==> src/rtl/mux_sel_arbiter.sv <==
// Round-robin arbiter that drives the select of an 8:1 mux. The owner keeps the path for up to
// MAX_HOLD cycles; on release the next owner is chosen in the same cycle, so there is no idle gap.
module mux_sel_arbiter #(
  parameter int MAX_HOLD = 4
) (
  input  logic       clk,
  input  logic       rst_n,
  input  logic [7:0] req,
  output logic [2:0] sel,
  output logic [7:0] gnt,
  output logic       gnt_valid,
  output logic [3:0] hold_cnt
);

  typedef enum logic {IDLE = 1'b0, GRANT = 1'b1} state_t;

  localparam logic [3:0] HOLD_LAST = 4'(MAX_HOLD - 1);

  state_t     state, state_nxt;
  logic [2:0] ptr, ptr_nxt;
  logic [2:0] sel_nxt;
  logic [7:0] gnt_nxt;
  logic [3:0] hold_nxt;
  logic [2:0] search_base;
  logic [3:0] win;
  logic       owner_req;
  logic       release_ev;

  // Returns {found, index} of the first set request at or after base, wrapping modulo 8.
  function automatic logic [3:0] pick(input logic [7:0] r, input logic [2:0] base);
    logic [3:0] res;
    logic [2:0] k;
    res = 4'b0;
    for (int i = 7; i >= 0; i--) begin
      k = base + 3'(i);
      if (r[k]) res = {1'b1, k};
    end
    return res;
  endfunction

  always_ff @(posedge clk or negedge rst_n) begin
    if (!rst_n) begin
      state     <= IDLE;
      ptr       <= 3'd0;
      sel       <= 3'd0;
      gnt       <= 8'd0;
      gnt_valid <= 1'b0;
      hold_cnt  <= 4'd0;
    end else begin
      state     <= state_nxt;
      ptr       <= ptr_nxt;
      sel       <= sel_nxt;
      gnt       <= gnt_nxt;
      gnt_valid <= |gnt_nxt;
      hold_cnt  <= hold_nxt;
    end
  end

  // A release searches from the slot after the outgoing owner; idle arbitration uses ptr.
  always_comb begin
    owner_req   = req[sel];
    release_ev  = (state == GRANT) && (!owner_req || (hold_cnt == HOLD_LAST));
    search_base = (state == GRANT) ? sel + 3'd1 : ptr;
    win         = pick(req, search_base);
    ptr_nxt     = release_ev ? sel + 3'd1 : ptr;
    state_nxt   = state;
    case (state)
      IDLE:    if (win[3]) state_nxt = GRANT;
      GRANT:   if (release_ev && !win[3]) state_nxt = IDLE;
      default: state_nxt = IDLE;
    endcase
  end

  always_comb begin
    sel_nxt  = sel;
    gnt_nxt  = gnt;
    hold_nxt = hold_cnt;
    if ((state == IDLE) || release_ev) begin
      hold_nxt = 4'd0;
      if (win[3]) begin
        sel_nxt = win[2:0];
        gnt_nxt = 8'd1 << win[2:0];
      end else begin
        gnt_nxt = 8'd0;
      end
    end else begin
      hold_nxt = hold_cnt + 4'd1;
    end
  end

endmodule

==> config.mk <==
export PLATFORM = sky130hd
export DESIGN_NAME = mux_sel_arbiter
export DESIGN_NICKNAME = d
export VERILOG_FILES = /design/src/rtl/mux_sel_arbiter.sv
export SDC_FILE = /design/constraint.sdc
export NUM_CORES = 1
export LEC_CHECK = 0
export CORE_AREA = 2 2 67 69
export DETAILED_ROUTE_END_ITERATION = 6
export DIE_AREA = 0 0 69 71
export GPL_TIMING_DRIVEN = 0
export PLACE_DENSITY = 0.74
export SYNTH_ARGS = -nofsm -noshare
export SYNTH_HDL_FRONTEND = slang
export SYNTH_SLANG_ARGS = --single-unit
==> constraint.sdc <==
create_clock -name clk -period 3.45 [get_ports clk]
set_input_delay 0.69 -clock clk [delete_from_list [all_inputs] [get_ports clk]]
set_output_delay 0.69 -clock clk [all_outputs]
set_load 0.02 [all_outputs]
# Yosys cells after proc, flatten, opt, wreduce, memory -nomap -nowiden
# Cells that the tools add are included.
[classes]
n_addsub = 9
magnitude_cmp = 9
eq_ne = 1
shift = 1
n_mux = 33
bitwise_logic = 1
n_reduce_logical = 8
[op_table]
columns = ["cell", "count"]
rows = [
  ["< comparator 3 x 4 -> 1 bit (second input constant)", 9],
  ["2-to-1 mux 4 bit", 9],
  ["binary-select mux 1 bit (select 3 bit)", 9],
  ["2-to-1 mux 8 bit", 2],
  ["adder 3 bit (second input constant)", 4],
  ["2-to-1 mux 1 bit", 11],
  ["OR reduction 8 bit", 1],
  ["left shift 1 x 3 -> 8 bit (first input constant)", 1],
  ["adder 3 x 1 -> 3 bit (second input constant)", 2],
  ["adder 3 x 2 -> 3 bit (second input constant)", 2],
  ["adder 4 x 1 -> 4 bit (second input constant)", 1],
  ["== test 4 x 2 -> 1 bit (second input constant)", 1],
  ["2-to-1 mux 3 bit", 1],
  ["logical AND 1 bit", 2],
  ["logical NOT 1 bit", 2],
  ["logical OR 1 bit", 2],
  ["one-hot mux 1 bit (2 select lines)", 1],
  ["AND reduction 2 bit", 1],
  ["inverter 1 bit", 1],
]
[totals]
register_bits = 20
input_bits = 10
out_inout_bits = 16
word_cells = 68

# Depth between registers and ports, before layout
# Gate-level depths: netlist of the first run.
[depth]
depth_word = 17
depth_mapped = 15
mapped_depth_nobuf = 13

# Worst setup path before layout of the first run
# Ideal clock, no wire load.
[synth_timing]
path_type = "register to register"
startpoint = "register sel[1]"
endpoint = "register gnt[1]"
setup_ns = 0.122
arrival_time_ns = 3.353
t_required_ns = 3.328
setup_slack_ns = -0.024
stages_incl_launch_ff = 13
path_buffers = 1
period_less_slack_ns = 3.474
cell_sequence = "dfrtp_1 > ha_1 > mux2_2 > inv_1 > buf_2 > ha_1 > xnor2_4 > mux4_2 > mux2i_1 > nor4b_4 > a211oi_2 > nor2_1 > a32o_1"
[synth_between]
elab_chain_len = 16
elab_cells_between_ends = 42
classes_between = "add/sub: 8; shift: 1; mux: 29; reduce/logical: 4"
[synth_lines]
columns = ["item", "line_no", "text"]
rows = [
  ["start, declared", "9", "output logic [2:0] sel,"],
  ["start signal, assigned", "52", "sel <= sel_nxt;"],
  ["adder 3 x 1 -> 3 bit", "63", "search_base = (state == GRANT) ? sel + 3'd1 : ptr;"],
  ["2-to-1 mux 3 bit", "63", ""],
  ["adder 3 bit", "35", "k = base + 3'(i);"],
  ["binary-select mux 1 bit (select 3 bit)", "36", "if (r[k]) res = {1'b1, k};"],
  ["2-to-1 mux 1 bit (implied by the code)", "36", ""],
  ["2-to-1 mux 4 bit (8 in a row)", "36", ""],
  ["left shift 1 x 3 -> 8 bit", "82", "gnt_nxt = 8'd1 << win[2:0];"],
  ["2-to-1 mux 8 bit", "80", "if (win[3]) begin"],
  ["2-to-1 mux 8 bit *", "78", "if ((state == IDLE) || release_ev) begin"],
  ["net gnt_nxt[1]", "22", "logic [7:0] gnt_nxt;"],
  ["end signal, assigned", "53", "gnt <= gnt_nxt;"],
  ["end, declared", "10", "output logic [7:0] gnt,"],
]
# Mark *: on every way through the listed nets, which the timed path passes. The rest lies on a longest branch. The select of a mux whose other input is x is not followed.
# A chain may end at the register's enable or synchronous reset.

# Worst setup path in the final report of the first run
[layout_timing]
startpoint = "register sel[0]"
endpoint = "register gnt[1]"
# The elaborated chain is that of the path after synthesis.

==> results of run 1 <==
## flip-flops by register name, indices dropped and copies added, names as in the netlist
register	cells
gnt_valid	1
ptr	3
state	1
hold_cnt	4
sel	3
gnt	8
## worst max-delay path: stages (launching register included)
cell      delay [ns]
dfrtp_1         0.41
ha_4            0.25
mux2_2          0.28
inv_2           0.13
buf_6           0.16
ha_4            0.19
xnor2_4         0.17
mux4_2          0.60
mux2i_2         0.26
nor4b_4         0.09
a211oi_4        0.30
nor2_1          0.11
a32o_1          0.27
## cells in the final DEF, fill, tap and decap left out, drive strengths merged, types with 3 or more instances in the layout
master,count
clkdlybuf4s50,25
dfrtp,20
nand2,20
xnor2,6
nor2,14
and2,10
ha,4
mux2,8
nor2b,3
nand2b,3
clkbuf,5
a21oi,9
buf,17
nor4,3
a211oi,5
and3,8
o21ai,23
mux4,5
inv,4
nand3,24
mux2i,9
o22ai,3
## worst paths after layout
check	endpoint	slack [ns]	cells after the start
setup / recovery	gnt[1]	0.1	12
hold / removal	hold_cnt[0]	0.50	1
setup reg to reg	gnt[1]	0.1	12
hold reg to reg	hold_cnt[0]	0.50	1
max in group asynchronous	sel[1]	1.89	1
min in group asynchronous	hold_cnt[0]	0.94	1
## layer usage
metal	vias to the layer above	wire, um	share of wire [%]
met2	63	2430	48
met1	884	2320	45
li1	921	-	-
met3	8	294	5.8
met5	-	0	0
met4	0	65	1.3
## cell type report
| type | count | area [um^2] |
|---|---|---|
| Buffer | 11 | 88.8 |
| Clock buffer | 3 | 41.3 |
| Clock inverter | 1 | 30.0 |
| Fill cell | 365 | 1660 |
| Inverter | 4 | 15.0 |
| Multi-Input combinational cell | 188 | 1500 |
| Sequential cell | 20 | 502 |
| Tap cell | 52 | 65.1 |
| Timing Repair Buffer | 33 | 310 |
## logic make-up after synthesis
| logic type | synth area share, % |
|---|---|
| xor gates and xnor gates | 5.22 |
| buffers and inverters | 4.66 |
| and+or+nand+nor | 24.7 |
| AOI/OAI and AO/OA | 23.0 |
| muxes | 14.7 |
| DFF | 25.2 |
| adders and majority gates | 2.52 |
## what timing repair did
action	CTS	global route
buffers inserted	4	4
gates resized for setup	16	5
endpoints found under the setup margin	11	11
pin swaps	4	8
hold endpoints to repair	0	0
## per-stage QoR
step                cell area, um^2  TNS (ns)  hold WS, ns  cells
floorplan                      1990         0        0.394    223
CTS                            2490         0        0.499    308
global placement               2310     -2.45        0.479    300
global route                   2550         0        0.507    312
detailed placement             2310     -2.74        0.488    300
finish                         2550         0        0.499    312
==> impl_metrics.json, run 1 <==
{
  "vias": 1876,
  "path_max_fanout": 10,
  "final_hold_viol_count": 0,
  "finalMaxSlewViolations": 0,
  "ys_top_cells_by_count": "24 x nand3_1, 20 x dfrtp_1, 20 x nand2_1",
  "outcome": "completed",
  "via_per_inst": 6.01,
  "utilization_pct": 60.6,
  "min_from": "hold_cnt[0]",
  "htreeDepth": 1,
  "met3_usage_pct": 4.42,
  "numPortBuffers": 25,
  "synth_edf_count": 0,
  "antenna-diode-count": 0,
  "use_met1_pct": 29.2,
  "groute.usage.overall_pct": 21.0,
  "post-place-ws_ns": -0.383,
  "dp_hpwl_mm": 3.94,
  "cts-root-buf": "clkbuf_8",
  "dieHeight_um": 71,
  "crit_arrival_ns": 3.50,
  "setup_viol": 0,
  "nets": 275,
  "hp-class": "reg2reg",
  "synth_cell_types": 57,
  "grt_pass1_wl_mm": 8.58,
  "grt_overflow_total": 0,
  "endpoint_kind": "flip-flop",
  "met2_usage_pct": 34.4,
  "cp-startpoint": "sel[0]",
  "drc": 0,
  "cts_made_buffers": 3,
  "cts-hold-fix-buffers": 0,
  "initial_core_util_pct": 47.3,
  "synthMostInstantiatedCell": "nand3_1",
  "cp.required_ns": 3.59,
  "io_pins": 26,
  "fin_crit_sh_pct": 97.2,
  "maxCapViolations": 0,
  "ctsLongestPathBuffers": 2,
  "busiest_layer": "met2",
  "cp-start-kind": "flip-flop",
  "synthArstFlopShare_pct": 100,
  "ys_seq_area_share_pct": 25.2,
  "antenna_found_initial": 0,
  "grt_start_max_net_pins": 21,
  "min_period_ns": 3.35,
  "drt_iter0_drc": 179,
  "ant_nets": 0,
  "syn_nets": 237,
  "slew_headroom_pct": 39.3,
  "grt_pass1_vias": 1816,
  "syn-instance-count": 223,
  "synth_top_cell_by_area": "dfrtp_1",
  "coreArea_um2": 4200,
  "dieWidth_um": 69,
  "ys.flop_type": "dfrtp_1",
  "synth_seq_cells": 20,
  "dieArea_um2": 4900,
  "synth.cell_area_um2": 1990,
  "worstMarginPinSlew_ns": 0.908,
  "clock-skew-final_ns": 0.00872,
  "criticalPathCategory": "reg2reg",
  "clk_latency_ns": 0.26,
  "wl_per_cell_um": 16.4,
  "rsz0062_at_grt": "no",
  "fmaxAchievable_mhz": 298,
  "fin_ws_ns": 0.0955,
  "rows": 24,
  "wl_mm": 5.11,
  "yosysWarnings": 0,
  "clk_pin_slew_ns": 0.08,
  "drive_above_1_share_pct": 23.1,
  "drt_pre_antenna_iters": 5,
  "worstReg2RegStart": "sel[0]",
  "cts_sinks": 20,
  "cts_tree": "done",
  "gp_congestion": 0.946,
  "synth_top_area_share_pct": 25.2,
  "synth.area.top_cells": "dfrtp_1 25%, nand3_1 6.0%, mux4_2 5.7%",
  "area_growth_pct": 28.1,
  "syn_area_per_cell_um2": 8.92
}
Power of run 1 is left out: the tool's default activity adds up to more than one toggle a clock period on the data nets, which glitch-free logic cannot reach.
==> run 2: changes to the inputs <==
Settings changed: SETUP_SLACK_MARGIN set to 0.2, TNS_END_PERCENT set to 20.
==> run 2 against run 1 <==
Critical endpoint is now gnt[3]. Hold slack got worse by 0.0077 ns. Clock skew fell by 0.0029 ns. Worst setup slack improved by 0.079 ns. Core utilization rose by 3.5 points. Design area rose by 5.7%. Global-route usage rose by 0.12 points. Cell count rose by 2.6%. Sequential share of layout area fell by 1.0 points. Sequential cell count did not move. Non-clock buffer count rose by 8. Register-to-register slack improved by 0.08 ns.
==> impl_metrics.json, run 2 (same netlist as run 1, synthesis figures left out) <==
{
  "final_common_cell": "clkdlybuf4s50_1",
  "ctsLongestPathBuffers": 2,
  "largestRegisters": "gnt (8), hold_cnt (4)",
  "cts_tree": "done",
  "path_max_fanout": 5,
  "cp-start-kind": "flip-flop",
  "numPortBuffers": 25,
  "via_per_inst": 6.22,
  "antenna_found_initial": 0,
  "area_growth_pct": 35.5,
  "drt_iter0_drc": 219,
  "coreArea_um2": 4200,
  "dieHeight_um": 71,
  "clock-skew-final_ns": 0.00586,
  "htreeDepth": 1,
  "cts_made_buffers": 3,
  "nFillCells": 335,
  "gp_congestion": 0.937,
  "drc": 0,
  "hp-class": "reg2reg",
  "fmaxAchievable_mhz": 305,
  "worstMarginPinSlew_ns": 0.865,
  "dieArea_um2": 4900,
  "grt_pass1_wl_mm": 8.42,
  "cp.required_ns": 3.60,
  "vias": 1991,
  "criticalPathCategory": "reg2reg",
  "grt_start_max_net_pins": 21,
  "ant_nets": 0,
  "final.setup.tns_ns": 0,
  "nets": 283,
  "fin_crit_sh_pct": 95.0,
  "groute.usage.overall_pct": 21.1,
  "largest_register_ffs": 8,
  "rows": 24,
  "dp_hpwl_mm": 3.82,
  "wl_mm": 5.35,
  "maxCapViolations": 0,
  "crit_arrival_ns": 3.43,
  "final_hold_viol_count": 0,
  "cts-root-buf": "clkbuf_8",
  "endpoint_kind": "flip-flop",
  "setup_viol": 0,
  "min_period_ns": 3.28,
  "clk_pin_slew_ns": 0.08,
  "grt_pass1_vias": 1757,
  "cts_sinks": 20,
  "finalMaxSlewViolations": 0,
  "outcome": "completed",
  "grt_overflow_total": 0,
  "antenna-diode-count": 0,
  "dieWidth_um": 69,
  "initial_core_util_pct": 47.3,
  "slew_headroom_pct": 42.2,
  "final_cell_mix": "25 x clkdlybuf4s50_1, 23 x nand3_1, 20 x nand2_1, 18 x dfrtp_1, 17 x buf_4",
  "io_pins": 26,
  "clk_latency_ns": 0.26,
  "drive_above_1_share_pct": 28.7,
  "rsz0062_at_grt": "yes",
  "regMostFlops": "gnt",
  "cts-hold-fix-buffers": 0,
  "drt_pre_antenna_iters": 4,
  "wl_per_cell_um": 16.7
}
## run 2: cell types whose count changed in the layout (fill, tap and decap cells not counted), sizes merged
cell | before | now
buf | 17 | 25
## run 2: final timing paths
kind	start	cells past startpoint	end	slack (ns)
min in group asynchronous	rst_n	1	hold_cnt[3]	0.92
worst max register to register	sel[0]	12	gnt[3]	0.17
max in group asynchronous	rst_n	1	sel[0]	1.95
worst min-delay path	hold_cnt[0]	1	hold_cnt[0]	0.49
worst min register to register	hold_cnt[0]	1	hold_cnt[0]	0.49
worst max-delay path	sel[0]	12	gnt[3]	0.17
## run 2: area by class of cell
| type | count | area (um^2) | share of cell area, % |
|---|---|---|---|
| timing repair buffer | 41 | 370 | 13.7 |
| sequential | 20 | 503 | 18.7 |
| clock buffer | 3 | 41.3 | 1.53 |
| clock inverter | 1 | 30.0 | 1.11 |
| tap | 52 | 65.1 | 2.42 |
| inverter | 4 | 20.0 | 0.743 |
| multi-input combinational | 188 | 1570 | 58.2 |
| buffer | 11 | 96.3 | 3.58 |
## run 2: worst max-delay path, cell delays in order (launching register included)
cell,delay [ns]
dfrtp_2,0.44
ha_4,0.26
mux2_4,0.30
inv_6,0.09
buf_6,0.10
ha_4,0.16
xnor2_4,0.15
mux4_2,0.60
mux2i_2,0.19
nor4b_4,0.36
buf_4,0.18
a2111oi_4,0.06
a32o_2,0.27
## run 2: metrics by stage
stage / setup slack [ns] / util [%] / hold WS [ns] / cells / instance area [um^2]
after floorplan: 0.216 / - / 0.394 / 223 / 2030
after global placement: -0.138 / 55.7 / 0.476 / 300 / 2340
after detailed placement: -0.128 / 55.7 / 0.482 / 300 / 2340
after CTS: 0.195 / 60.3 / 0.493 / 312 / 2530
after global routing: 0.0760 / 64.1 / 0.516 / 320 / 2690
final: 0.174 / 64.1 / 0.491 / 320 / 2690
## run 2: what timing repair did
item,in CTS,in global routing
setup buffers,8,8
gates resized for setup,13,18
setup endpoints to repair,12,11
pin swaps,10,7
## run 2: per-layer routing
metal | global-route usage (%) | routed length (um) | vias to the layer above
li1 | - | - | 936
met1 | 29.7 | 2270 | 952
met2 | 33.7 | 2630 | 95
met3 | 3.99 | 387 | 8
met4 | 5.66 | 60 | 0
met5 | 0 | 0 | -
Power of run 2 is left out for the same reason.
==> run 3: changes to the inputs <==
Settings changed: PLACE_DENSITY 0.74 to 0.73.
==> run 3 against run 2 <==
Count of clock-buffer cells in the layout did not move. Critical path depth stayed put. Non-clock buffer count did not move. Largest cell class unchanged.
==> impl_metrics.json, run 3 (same netlist as run 1, synthesis figures left out) <==
{
  "outcome": "completed",
  "drt_iter0_drc": 179,
  "vias": 1943,
  "io_pins": 26,
  "ctsLongestPathBuffers": 2,
  "initial_core_util_pct": 47.3,
  "htreeDepth": 1,
  "dr_wl_met3_um": 329,
  "highest_layer": "met4",
  "cts_tree": "done",
  "path_max_fanout": 6,
  "fin_crit_sh_pct": 93.7,
  "via_per_inst": 6.07,
  "layout.cells.non_filler": 320,
  "antenna-diode-count": 0,
  "drc": 0,
  "regMostFlops": "gnt",
  "ant_nets": 0,
  "dp_hpwl_mm": 3.89,
  "drt_pre_antenna_iters": 6,
  "nets": 283,
  "m1WireLength_mm": 2.43,
  "gp_congestion": 0.887,
  "antenna_found_initial": 0,
  "area_growth_pct": 32.7,
  "setup_viol": 0,
  "slew_headroom_pct": 41.9,
  "crit_arrival_ns": 3.37,
  "groute.usage.overall_pct": 21.5,
  "dp.cells": 300,
  "finalMaxSlewViolations": 0,
  "drive_above_1_share_pct": 28.0,
  "largest_register_ffs": 8,
  "endpoint_kind": "flip-flop",
  "clk_pin_slew_ns": 0.08,
  "clock-skew-final_ns": 0.00838,
  "wl_mm": 5.36,
  "grt_overflow_total": 0,
  "dieArea_um2": 4900,
  "final_common_cell": "clkdlybuf4s50_1",
  "cp.required_ns": 3.59,
  "cts_made_buffers": 3,
  "final_hold_viol_count": 0,
  "dieWidth_um": 69,
  "cp-start-kind": "flip-flop",
  "coreArea_um2": 4200,
  "cts_sinks": 20,
  "largestRegisters": "gnt (8), hold_cnt (4)",
  "grt_pass1_wl_mm": 8.70,
  "grt_pass1_vias": 1830,
  "numPortBuffers": 25,
  "criticalPathCategory": "reg2reg",
  "fin_hold_ws_ns": 0.491,
  "wl_met2_mm": 2.54,
  "wl_per_cell_um": 16.7,
  "fmaxAchievable_mhz": 309,
  "rows": 24,
  "cts-root-buf": "clkbuf_8",
  "dieHeight_um": 71,
  "min_period_ns": 3.23,
  "worstMarginPinSlew_ns": 0.869,
  "rsz0062_at_grt": "yes",
  "clk_latency_ns": 0.26,
  "final_cell_mix": "25 x clkdlybuf4s50_1, 23 x nand3_1, 20 x nand2_1, 17 x buf_4, 17 x dfrtp_1",
  "maxCapViolations": 0,
  "grt_start_max_net_pins": 21,
  "hp-class": "reg2reg"
}
## run 3: critical path, stage by stage (launching register included)
cell and delay [ns]:
dfrtp_2 0.43, ha_4 0.25, mux2_4 0.28, inv_4 0.07
buf_8 0.11, ha_4 0.16, xnor2_4 0.15, mux4_2 0.60
mux2i_2 0.26, nor4b_4 0.09, a211oi_2 0.33, nor2_1 0.11
a32o_1 0.26
## run 3: repair_timing
| item | CTS | global route |
|---|---|---|
| setup buffers | 9 | 7 |
| hold buffers | 0 | 0 |
| resized for setup | 17 | 7 |
| setup endpoints to repair | 12 | 10 |
| pin swaps | 10 | 8 |
## run 3: cell type report
type	instances	area, um^2
Buffer	11	100
Clock buffer	3	41.3
Clock inverter	1	30.0
Fill cell	358	1570
Inverter	4	17.5
Multi-Input combinational cell	188	1510
Sequential cell	20	504
Tap cell	52	65.1
Timing Repair Buffer	41	370
## run 3: final timing paths
kind                             start           to  slack, ns  cells after the start
max                             sel[1]       gnt[1]       0.22                     12
min                        hold_cnt[0]  hold_cnt[0]       0.49                      1
max reg2reg                     sel[1]       gnt[1]       0.22                     12
min reg2reg                hold_cnt[0]  hold_cnt[0]       0.49                      1
max in group asynchronous        rst_n       sel[1]       1.93                      1
min in group asynchronous        rst_n  hold_cnt[3]       0.92                      1
## run 3: through the flow
step	setup TNS, ns	util, %	area (um^2)	setup slack (ns)
after floorplan	0	-	2030	0.216
after global placement	-0.625	55.7	2340	-0.169
after detailed placement	-0.725	55.7	2340	-0.164
after CTS	0	60.9	2560	0.206
after global routing	0	62.7	2640	0.119
final	0	62.7	2640	0.219
## run 3: per-layer routing
layer,global-route usage (%),vias to the layer above
li1,-,937
met1,30.5,924
met2,34.5,76
met3,4.42,6
met4,3.70,0
met5,0,-
Power of run 3 is left out for the same reason.
